==> config.mk <==
export PLATFORM = sky130hd
export DESIGN_NAME = sobel_edge_threshold_flat
export DESIGN_NICKNAME = d
export VERILOG_FILES = /design/src/rtl/sobel_edge_threshold_pkg.sv /design/src/rtl/sobel_edge_threshold_if.sv /design/src/rtl/sobel_edge_threshold_stats.sv /design/src/rtl/sobel_edge_threshold.sv /design/src/flat_wrapper.sv
export SDC_FILE = /design/constraint.sdc
export NUM_CORES = 1
export LEC_CHECK = 0
export ABC_AREA = 1
export BUFFER_PORTS_ARGS = -buffer_cell sky130_fd_sc_hd__buf_2
export CAP_MARGIN = 25
export CORE_MARGIN = 5
export CORE_UTILIZATION = 40
export CTS_CLUSTER_SIZE = 40
export DETAILED_ROUTE_END_ITERATION = 10
export PLACE_DENSITY_LB_ADDON = 0.25
export SLEW_MARGIN = 25
export SYNTH_ARGS = -nofsm -noshare
export SYNTH_HDL_FRONTEND = slang
export SYNTH_HIERARCHICAL = 1
export SYNTH_SLANG_ARGS = --single-unit
==> constraint.sdc <==
create_clock -name clk -period 2.4 [get_ports clk]
set_input_delay 0.24 -clock clk [delete_from_list [all_inputs] [get_ports clk]]
set_output_delay 0.24 -clock clk [all_outputs]
set_load 0.1 [all_outputs]
==> src/rtl/sobel_edge_threshold_pkg.sv <==
// Shared types and constants for the Sobel edge-threshold slice.
// Holds the pixel type, the adaptive-sum width, the default reset threshold
// and two small pixel helpers (max and 8-bit saturation).
package sobel_pkg;

  localparam int PIX_W = 8;
  localparam int SUM_W = 24;

  typedef logic [PIX_W-1:0] pix_t;

  localparam pix_t DEF_RST_THR = 8'd64;

  // Larger of two pixel magnitudes.
  function automatic pix_t pix_max(input pix_t a, input pix_t b);
    if (a > b) begin
      return a;
    end else begin
      return b;
    end
  endfunction

  // Clamp a SUM_W+1 bit value into the 8-bit pixel range.
  function automatic pix_t sat_pix(input logic [SUM_W:0] v);
    if (v > {{(SUM_W + 1 - PIX_W){1'b0}}, 8'hFF}) begin
      return 8'hFF;
    end else begin
      return v[PIX_W-1:0];
    end
  endfunction

endpackage

==> src/rtl/sobel_edge_threshold_if.sv <==
// Stream/result bundle between the Sobel magnitude source and the
// edge-threshold block. The slave modport is the edge-threshold block; the
// master modport is whoever drives magnitudes and reads the edge map/stats.
interface sobel_edge_threshold_if
  import sobel_pkg::*;
#(
  parameter int CNT_W = 16
);

  pix_t             mag_in;
  logic             mag_valid;
  pix_t             thr_in;
  logic             edge_out;
  logic             edge_valid;
  logic             frame_done;
  logic [CNT_W-1:0] edge_count;
  pix_t             mag_max;
  pix_t             thr_cur;

  modport slave (
    input  mag_in,
    input  mag_valid,
    input  thr_in,
    output edge_out,
    output edge_valid,
    output frame_done,
    output edge_count,
    output mag_max,
    output thr_cur
  );

  modport master (
    output mag_in,
    output mag_valid,
    output thr_in,
    input  edge_out,
    input  edge_valid,
    input  frame_done,
    input  edge_count,
    input  mag_max,
    input  thr_cur
  );

endinterface

==> src/rtl/sobel_edge_threshold_stats.sv <==
// edge_frame_stats: per-frame accumulators for the edge-threshold block.
// Counts edges, tracks the maximum magnitude and (when SOBEL_ADAPT_THR_EN is
// defined) sums magnitudes. On the accepted last pixel of a frame it latches
// the finished statistics, clears the accumulators and loads the threshold
// for the next frame. Without SOBEL_ADAPT_THR_EN the next threshold is simply
// thr_in and the magnitude sum is not built.
module edge_frame_stats
  import sobel_pkg::*;
#(
  parameter int   CNT_W   = 16,
  parameter pix_t RST_THR = DEF_RST_THR,
  parameter int   SHIFT   = 16
) (
  input  logic             clk,
  input  logic             rst_n,
  input  logic             clr,
  input  logic             accept,
  input  logic             last,
  input  logic             is_edge,
  input  pix_t             mag,
  input  pix_t             thr_in,
  output logic [CNT_W-1:0] edge_count,
  output pix_t             mag_max,
  output pix_t             thr_cur
);

  logic [CNT_W-1:0] cnt_acc_r;
  pix_t             max_acc_r;
  logic [CNT_W-1:0] cnt_final_s;
  pix_t             max_final_s;
  pix_t             next_thr_s;
  logic [CNT_W-1:0] edge_count_r;
  pix_t             mag_max_r;
  pix_t             thr_cur_r;

`ifdef SOBEL_ADAPT_THR_EN
  logic [SUM_W-1:0] sum_acc_r;
  logic [SUM_W-1:0] sum_final_s;
  logic [SUM_W:0]   adapt_s;
`endif

  // Accumulator values including the pixel being accepted this cycle.
  always_comb begin
    cnt_final_s = cnt_acc_r + {{(CNT_W - 1){1'b0}}, is_edge};
    max_final_s = pix_max(max_acc_r, mag);
`ifdef SOBEL_ADAPT_THR_EN
    sum_final_s = sum_acc_r + {{(SUM_W - PIX_W){1'b0}}, mag};
    adapt_s     = {1'b0, (sum_final_s >> SHIFT)} + {{(SUM_W + 1 - PIX_W){1'b0}}, thr_in};
    next_thr_s  = sat_pix(adapt_s);
`else
    next_thr_s  = thr_in;
`endif
  end

  // Accumulate per beat; latch stats and the next threshold at the frame end.
  always_ff @(posedge clk or negedge rst_n) begin
    if (!rst_n) begin
      cnt_acc_r    <= {CNT_W{1'b0}};
      max_acc_r    <= 8'd0;
      edge_count_r <= {CNT_W{1'b0}};
      mag_max_r    <= 8'd0;
      thr_cur_r    <= RST_THR;
    end else if (clr) begin
      cnt_acc_r <= {CNT_W{1'b0}};
      max_acc_r <= 8'd0;
      thr_cur_r <= RST_THR;
    end else if (accept) begin
      if (last) begin
        edge_count_r <= cnt_final_s;
        mag_max_r    <= max_final_s;
        cnt_acc_r    <= {CNT_W{1'b0}};
        max_acc_r    <= 8'd0;
        thr_cur_r    <= next_thr_s;
      end else begin
        cnt_acc_r <= cnt_final_s;
        max_acc_r <= max_final_s;
      end
    end
  end

`ifdef SOBEL_ADAPT_THR_EN
  // Frame magnitude sum feeding the adaptive threshold.
  always_ff @(posedge clk or negedge rst_n) begin
    if (!rst_n) begin
      sum_acc_r <= {SUM_W{1'b0}};
    end else if (clr) begin
      sum_acc_r <= {SUM_W{1'b0}};
    end else if (accept) begin
      if (last) begin
        sum_acc_r <= {SUM_W{1'b0}};
      end else begin
        sum_acc_r <= sum_final_s;
      end
    end
  end
`endif

  assign edge_count = edge_count_r;
  assign mag_max    = mag_max_r;
  assign thr_cur    = thr_cur_r;

endmodule

==> src/rtl/sobel_edge_threshold.sv <==
// sobel_edge_threshold: binarises the Sobel magnitude stream into a 1-bit
// edge map and publishes per-frame edge count, maximum magnitude and the
// threshold in force. Frames are found by counting valid beats (OUT_W x OUT_H)
// because the upstream stage sends no frame markers. The block has a single
// streaming state; the frame boundary is simply the accepted last pixel.
// Optional feature macro: SOBEL_ADAPT_THR_EN (adaptive next-frame threshold).
module sobel_edge_threshold
  import sobel_pkg::*;
#(
  parameter int   IMG_W   = 256,
  parameter int   IMG_H   = 256,
  parameter pix_t RST_THR = DEF_RST_THR,
  parameter int   SHIFT   = 16
) (
  input  logic                  clk,
  input  logic                  rst_n,
  input  logic                  clr,
  sobel_edge_threshold_if.slave bus
);

  localparam int OUT_W = IMG_W - 2;
  localparam int OUT_H = IMG_H - 2;
  localparam int CNT_W = $clog2(OUT_W * OUT_H + 1);
  localparam int COL_W = (OUT_W > 1) ? $clog2(OUT_W) : 1;
  localparam int ROW_W = (OUT_H > 1) ? $clog2(OUT_H) : 1;

  logic [COL_W-1:0] col_r;
  logic [ROW_W-1:0] row_r;
  logic             col_last_s;
  logic             row_last_s;
  logic             last_s;
  logic             edge_s;
  logic             edge_out_r;
  logic             edge_valid_r;
  logic             frame_done_r;
  logic [CNT_W-1:0] edge_count_s;
  pix_t             mag_max_s;
  pix_t             thr_cur_s;

  // Frame position decode and the strict edge compare.
  always_comb begin
    col_last_s = (col_r == COL_W'(OUT_W - 1));
    row_last_s = (row_r == ROW_W'(OUT_H - 1));
    last_s     = bus.mag_valid & col_last_s & row_last_s;
    edge_s     = (bus.mag_in > thr_cur_s);
  end

  // Column/row counters advance only on accepted beats.
  always_ff @(posedge clk or negedge rst_n) begin
    if (!rst_n) begin
      col_r <= {COL_W{1'b0}};
      row_r <= {ROW_W{1'b0}};
    end else if (clr) begin
      col_r <= {COL_W{1'b0}};
      row_r <= {ROW_W{1'b0}};
    end else if (bus.mag_valid) begin
      if (col_last_s) begin
        col_r <= {COL_W{1'b0}};
        if (row_last_s) begin
          row_r <= {ROW_W{1'b0}};
        end else begin
          row_r <= row_r + ROW_W'(1);
        end
      end else begin
        col_r <= col_r + COL_W'(1);
      end
    end
  end

  // Registered edge map; edge_out holds its value between valid beats.
  always_ff @(posedge clk or negedge rst_n) begin
    if (!rst_n) begin
      edge_out_r   <= 1'b0;
      edge_valid_r <= 1'b0;
      frame_done_r <= 1'b0;
    end else if (clr) begin
      edge_valid_r <= 1'b0;
      frame_done_r <= 1'b0;
    end else begin
      edge_valid_r <= bus.mag_valid;
      frame_done_r <= last_s;
      if (bus.mag_valid) begin
        edge_out_r <= edge_s;
      end
    end
  end

  edge_frame_stats #(
    .CNT_W   (CNT_W),
    .RST_THR (RST_THR),
    .SHIFT   (SHIFT)
  ) u_stats (
    .clk        (clk),
    .rst_n      (rst_n),
    .clr        (clr),
    .accept     (bus.mag_valid),
    .last       (last_s),
    .is_edge    (edge_s),
    .mag        (bus.mag_in),
    .thr_in     (bus.thr_in),
    .edge_count (edge_count_s),
    .mag_max    (mag_max_s),
    .thr_cur    (thr_cur_s)
  );

  assign bus.edge_out   = edge_out_r;
  assign bus.edge_valid = edge_valid_r;
  assign bus.frame_done = frame_done_r;
  assign bus.edge_count = edge_count_s;
  assign bus.mag_max    = mag_max_s;
  assign bus.thr_cur    = thr_cur_s;

endmodule

==> src/flat_wrapper.sv <==
// flat-port wrapper written by rule: the top's interface ports become plain ports
module sobel_edge_threshold_flat import sobel_pkg::*;
#(
  parameter int   IMG_W   = 256,
  parameter int   IMG_H   = 256,
  parameter pix_t RST_THR = DEF_RST_THR,
  parameter int   SHIFT   = 16
)
  (clk, rst_n, clr, bus_mag_in, bus_mag_valid, bus_thr_in, bus_edge_out, bus_edge_valid, bus_frame_done, bus_edge_count, bus_mag_max, bus_thr_cur);
  sobel_edge_threshold_if #(.CNT_W(($clog2((IMG_W - 2) * (IMG_H - 2) + 1)))) bus_i ();
  input  logic clk;
  input  logic rst_n;
  input  logic clr;
  input wire logic [$bits(bus_i.mag_in)-1:0] bus_mag_in;
  input wire logic [$bits(bus_i.mag_valid)-1:0] bus_mag_valid;
  input wire logic [$bits(bus_i.thr_in)-1:0] bus_thr_in;
  output wire logic [$bits(bus_i.edge_out)-1:0] bus_edge_out;
  output wire logic [$bits(bus_i.edge_valid)-1:0] bus_edge_valid;
  output wire logic [$bits(bus_i.frame_done)-1:0] bus_frame_done;
  output wire logic [$bits(bus_i.edge_count)-1:0] bus_edge_count;
  output wire logic [$bits(bus_i.mag_max)-1:0] bus_mag_max;
  output wire logic [$bits(bus_i.thr_cur)-1:0] bus_thr_cur;
  assign bus_i.mag_in = bus_mag_in;
  assign bus_i.mag_valid = bus_mag_valid;
  assign bus_i.thr_in = bus_thr_in;
  assign bus_edge_out = bus_i.edge_out;
  assign bus_edge_valid = bus_i.edge_valid;
  assign bus_frame_done = bus_i.frame_done;
  assign bus_edge_count = bus_i.edge_count;
  assign bus_mag_max = bus_i.mag_max;
  assign bus_thr_cur = bus_i.thr_cur;
  sobel_edge_threshold #(.IMG_W(IMG_W), .IMG_H(IMG_H), .RST_THR(RST_THR), .SHIFT(SHIFT)) u_core (.clk(clk), .rst_n(rst_n), .clr(clr), .bus(bus_i));
endmodule
# [Word-level counts from Yosys, hierarchy flattened]
# Cells that the tools add are included.
[word_totals] register_bits=75 input_bits=20 output_inout_bits=35 elab_cells=46
[op_classes] add_sub_neg=3 magnitude_cmp=2 eq_ne=2 n_mux=19 n_bitwise=3 reduce_logical=7
[op_table] cell="2-to-1 mux 8 bit" count=14
[op_table] cell="2-to-1 mux 16 bit" count=3
[op_table] cell="adder 16 x 1 -> 16 bit" count=1
[op_table] cell="adder 8 x 1 -> 8 bit (second input constant)" count=2
[op_table] cell="== test 8 bit (second input constant)" count=2
[op_table] cell="greater-than comparator 8 bit" count=2
[op_table] cell="AND reduction 2 bit" count=3
[op_table] cell="nonzero test 2 bit" count=3
[op_table] cell="AND reduction 3 bit" count=1
[op_table] cell="bitwise AND 1 bit" count=2
[op_table] cell="2-to-1 mux 1 bit" count=2
[op_table] cell="inverter 1 bit" count=1

# [Logic depth before layout (Yosys ltp)]
[logic_depth] word_depth=6 ltp_mapped=18 mapped_depth_nobuf=18

# [Cells and area by module]
# Netlist, hierarchy kept.
[by_module_without_submodules] module="edge_frame_stats" n_inst=1 cells_each=341 area_per_inst_um2=2768.9 seq_area_each_um2=1402.6
[by_module_without_submodules] module="sobel_edge_threshold" n_inst=1 cells_each=169 area_per_inst_um2=1272.5 seq_area_each_um2=475.5

# [Worst setup path after synthesis]
# No wires, ideal clock.
[synth_timing] path_type="flip-flop to flip-flop" start="register u_core.u_stats.thr_cur_r[7] (netlist: u_core/u_stats/thr_cur[7])" end="register u_core.u_stats.edge_count_r[12] (netlist: u_core/u_stats/edge_count[12])" arrival_time_ps=2799 t_required_ps=2332 setup_slack_ps=-467 stages_incl_launch_ff=15 path_buffers=0 synth_period_minus_slack_ps=2867 path_cell_list="dfrtp_1 inv_1 ha_1 nand2_1 nor2_1 nand2_1 a21boi_0 ha_1 ha_1 nand4_1 nor2_2 nand2_1 o21bai_1 nand3_1 nand2_1"
[synth_between] elab_chain_len=2
[synth_lines] item="from (decl)" line_no="sobel_edge_threshold_stats.sv:34" source="pix_t thr_cur_r;"
[synth_lines] item="from (signal assigned)" line_no="sobel_edge_threshold_stats.sv:73" source="thr_cur_r <= next_thr_s;"
[synth_lines] item="greater-than comparator 8 bit" line_no="sobel_edge_threshold.sv:45" source="edge_s = (bus.mag_in > thr_cur_s);"
[synth_lines] item="via u_core.edge_s" line_no="sobel_edge_threshold.sv:32" source="logic edge_s;"
[synth_lines] item="adder 16 x 1 -> 16 bit" line_no="sobel_edge_threshold_stats.sv:44" source="cnt_final_s = cnt_acc_r + {{(CNT_W - 1){1'b0}}, is_edge};"
[synth_lines] item="to (signal assigned)" line_no="sobel_edge_threshold_stats.sv:60" source="edge_count_r <= {CNT_W{1'b0}};"
[synth_lines] item="to (signal assigned)" line_no="sobel_edge_threshold_stats.sv:69" source="edge_count_r <= cnt_final_s;"
[synth_lines] item="to (decl)" line_no="sobel_edge_threshold_stats.sv:32" source="logic [CNT_W-1:0] edge_count_r;"
# The timed path passes the listed nets, and every way through them passes these cells.
# A chain may end at the register's enable or synchronous reset.

# [Worst setup path in the final report]
[layout_timing] start="register u_core.u_stats.thr_cur_r[6] (netlist: u_core/u_stats/thr_cur[6])" end="register u_core.u_stats.cnt_acc_r[14]"
[layout_between] elab_chain_len=5
[layout_lines] item="greater-than comparator 8 bit" line_no="sobel_edge_threshold.sv:45"
[layout_lines] item="via u_core.edge_s" line_no="sobel_edge_threshold.sv:32"
[layout_lines] item="adder 16 x 1 -> 16 bit" line_no="sobel_edge_threshold_stats.sv:44"
[layout_lines] item="2-to-1 mux 16 bit" line_no="sobel_edge_threshold_stats.sv:68" source="if (last) begin"
[layout_lines] item="2-to-1 mux 16 bit" line_no="sobel_edge_threshold_stats.sv:67" source="end else if (accept) begin"
[layout_lines] item="2-to-1 mux 16 bit" line_no="sobel_edge_threshold_stats.sv:63" source="end else if (clr) begin"
[layout_lines] item="to (signal assigned)" line_no="sobel_edge_threshold_stats.sv:64" source="cnt_acc_r <= {CNT_W{1'b0}};"
[layout_lines] item="to (signal assigned)" line_no="sobel_edge_threshold_stats.sv:71" source="cnt_acc_r <= {CNT_W{1'b0}};"
[layout_lines] item="to (signal assigned)" line_no="sobel_edge_threshold_stats.sv:75" source="cnt_acc_r <= cnt_final_s;"
[layout_lines] item="to (decl)" line_no="sobel_edge_threshold_stats.sv:27" source="logic [CNT_W-1:0] cnt_acc_r;"
# The timed path passes the listed nets, and every way through them passes these cells. The select of a mux whose other input is x is not followed.

==> results.tsv <==
stage	metric	value	unit
run_status	status	complete, but fails checks	
run_status	failing checks	setup timing	
synthesis	synth unique cells	33	
clocking	H-Tree Depth	3	
place	IO Port Bufs	54	
timing	Max Clock Skew	0.00821	ns
layout	finished layout cell area	0.00492	mm2
place	Area after DPL	0.00459	mm2
floorplanning	Chip Width	111	um
synthesis	syn_nets	552	
synthesis	Netlist Area Pre-Place	0.00404	mm2
drt	number of vias per cell	4.80	
timing	Max Clock Freq	414	MHz
timing	post-route setup slack	-0.0183	ns
global_routing	GRT Total Usage	0.157	
clocking	CTS Buffer Depth	2	
critical_path	Worst EP arrival	2.65	ns
timing	RSZ-0062 raised after global routing	yes	
floorplanning	Ports	55	
critical_path	crit path cell chain	inv_2 -> ha_4 -> nand2_4 -> nor2_4 -> nand2_2 -> a21boi_2 -> ha_2 -> ha_4 -> nand4_1 -> buf_4 -> inv_2 -> nand2_2 -> nor2_1 -> nand2_1 -> nand3_1 -> o21ai_1	
clocking	clk slew on worst S/H paths	0.08	ns
global_routing	largest net degree at the start of global routing	51	
synthesis	most frequent cell after synthesis	nand2_1	
critical_path	critical path required time	2.63	ns
layout	Final Util	0.501	
power	Pwr Density	568	mW/mm2
synthesis	sequential fraction of the synthesis area	0.465	
timing	endpoints failing hold	0	
critical_path	CP Max Fanout	3	
critical_path	Critical Path Max Stage Delay	0.62	ns
floorplanning	Core Area	0.00982	mm2
critical_path	R2R Path Start	u_core/u_stats/thr_cur[6]$_DFFE_PN1P_	
synthesis	cells after synthesis	510	
drt	detailed-route wire length	9.18	mm
timing	share of the clock period used by the worst path	1.01	
layout	# nets final	624	
synthesis	Synth area leaders	dfrtp_1 46%, nand2_1 15%, ha_1 6.8%, nand3_1 6.7%, inv_1 6.4%	
global_routing	initial antenna violation count	0	
drt	Final ANT Viol Nets	0	
synthesis	number of synthesized register bits	75	
floorplanning	Chip Height	111	um
floorplanning	Die ar.	0.0122	mm2
synthesis	yosys warns	6	
critical_path	cell family with most CP delay	flip-flops	
clocking	clock latency on the worst-skew pair	0.34	ns
clocking	CTS Sinks	75	
timing	Least-Margin Pin Slew	0.664	ns
timing	final setup violation count	3	
clocking	Num CTS Buffers	9	
critical_path	CP Launch Point	u_core/u_stats/thr_cur[6]$_DFFE_PN1P_	
global_routing	number of global-route vias before repair	3488	
critical_path	Crit Path Category	flop to flop	
power	LEAKAGE	2.61	nW
synthesis	mean post-synth cell area	7.92	um2
power	Peak VDD IR	0.314	mV
drt	Vias	3459	
timing	Max-slew headroom	0.557	
place	GP Congestion	0.866	
timing	min Tclk post-route	2.42	ns
layout	# diodes	0	
floorplanning	Starting Density	0.412	
drt	post-DR wirelength/cell	12.7	um
synthesis	number of flops mapped to enable cells by yosys	0	
clocking	CTS tree	yes	
synthesis	cell taking the most area after synthesis	dfrtp_1	
floorplanning	FP Rows	36	
critical_path	WP buf/inv	3	
place	post-DP HPWL	6.70	mm
layout	fill count	982	
drt	DRC viols	0	
global_routing	first-pass GRT wire length	16.1	mm
flow_run	MaxCap Viol Count	0	
layout	layout cells sized above 1	0.218	
critical_path	Critical Path End Type	flop	
layout	area growth from synthesis to layout	21.7	%
clocking	CTS root buf	clkbuf_8	
layout	storage element area	0.00189	mm2
min_path	HP Start	bus_thr_in[1]	
drt	Initial DRC Count	137	
drt	drt pass-1 iters	4	
critical_path	crit path launch type	flop	
layout	area of the multi-input gates	0.00194	mm2
synthesis	Post-synth ARST share	1.00	
synthesis	Main synth FF type	dfrtp_1	
min_path	hold crit path type	primary input to flop	
synthesis	most frequent cells after synthesis	162 x nand2_1, 74 x dfrtp_1, 69 x inv_1	
synthesis	top cell type's share of synthesized area	0.458	
timing	fin. max-slew vios	0	
global_routing	total congestion overflow	0	
critical_path	Slowest cell on crit path	dfstp_4	
## power breakdown
part	total, mW	switching [mW]	internal (mW)
sequential	1.32	0.0306	1.29
combinational	0.284	0.193	0.0910
clock	1.18	0.461	0.721
total	2.79	0.684	2.11
## repair_timing
| action | in CTS | in global routing |
|---|---|---|
| setup buffers | 1 | 1 |
| hold buffers | 1 | 0 |
| resized for setup | 6 | 11 |
| pin swaps | 9 | 7 |
| endpoints found under the hold margin | 48 | 0 |
| setup endpoints to repair | 23 | 24 |
## final timing paths
| path | slack (ns) | endpoint | cells after the start |
|---|---|---|---|
| worst min register to register | 0.48 | u_core/u_stats/mag_max[3]$_DFFE_PN0P_ | 2 |
| min in group asynchronous | 0.48 | u_core/col_r[3]$_DFFE_PN0P_ | 2 |
| max in group asynchronous | 1.37 | u_core/u_stats/cnt_acc_r[8]$_DFFE_PN0P_ | 3 |
| worst max register to register | -0.02 | u_core/u_stats/cnt_acc_r[14]$_DFFE_PN0P_ | 16 |
| worst max-delay path | -0.02 | u_core/u_stats/cnt_acc_r[14]$_DFFE_PN0P_ | 16 |
| worst min-delay path | 0.09 | u_core/u_stats/thr_cur[1]$_DFFE_PN0P_ | 3 |
## flip-flops by register name (all words and copies together) (netlist names)
register                   flops
u_core/u_stats/mag_max         8
u_core/bus.frame_done          1
u_core/u_stats/max_acc_r       8
u_core/bus.edge_out            1
u_core/row_r                   8
u_core/bus.edge_valid          1
u_core/col_r                   8
u_core/u_stats/cnt_acc_r      16
u_core/u_stats/edge_count     16
u_core/u_stats/thr_cur         8
## worst reg2reg max path, stage by stage, from the launching register on
cell,delay [ns]
dfstp_4,0.62
inv_2,0.04
ha_4,0.26
nand2_4,0.06
nor2_4,0.09
nand2_2,0.06
a21boi_2,0.13
ha_2,0.22
ha_4,0.13
nand4_1,0.10
buf_4,0.17
inv_2,0.05
nand2_2,0.06
nor2_1,0.09
nand2_1,0.07
nand3_1,0.08
o21ai_1,0.06
## metrics by stage
step                      setup TNS [ns]  setup WS (ns)  hold slack [ns]  cells  total power [mW]
final                            -0.0309        -0.0183           0.0881    720              2.79
after global routing               -2.39         -0.176           0.0820    720              2.92
after CTS                         -0.120        -0.0542           0.0725    719              2.83
after detailed placement           -1.07         -0.114            0.331    701              1.63
after global placement            -0.345        -0.0493            0.329    701              1.63
after floorplan                    -1.21         -0.174          -0.0556    510              1.53
## area by class of cell
| class | count | area share |
|---|---|---|
| flip-flops and latches | 75 | 0.384 |
| clock inverters | 4 | 0.0198 |
| well taps | 133 | 0.0338 |
| multi-input cells | 355 | 0.395 |
| repair buffers | 68 | 0.0814 |
| inverters | 73 | 0.0557 |
| clock buffers | 12 | 0.0295 |
## routing by layer
| metal | part of all wire | vias to the layer above | global-route usage |
|---|---|---|---|
| met4 | 0.0082 | 0 | 0.0361 |
| met5 | 0 | - | 0 |
| li1 | - | 1777 | - |
| met1 | 0.46 | 1610 | 0.206 |
| met2 | 0.49 | 65 | 0.261 |
| met3 | 0.038 | 7 | 0.0405 |
## cell families after synthesis
kind of cell,Yosys count,share of synthesized area
buffers and inverters,80,0.0759
DFF,75,0.465
adders and majority gates,22,0.0681
and+or+nand+nor,267,0.291
xor gates and xnor gates,10,0.0217
AOI/OAI and AO/OA,56,0.0789
## placed cells by master, fill, tap and decap left out, drive strengths merged, types with 2 or more instances in the layout
cell	netlist	final
nand2	168	168
dfrtp	74	74
inv	73	73
buf	5	67
nand3	56	56
o21ai	34	34
nor2	32	32
ha	22	22
clkbuf	2	12
xor2	9	9
a21oi	7	7
o22ai	7	7
nand4	6	6
bufinv	0	3
a21o	3	3
nor3	3	3
o21bai	2	2
Note: power is estimated with default switching activity, not from simulation.
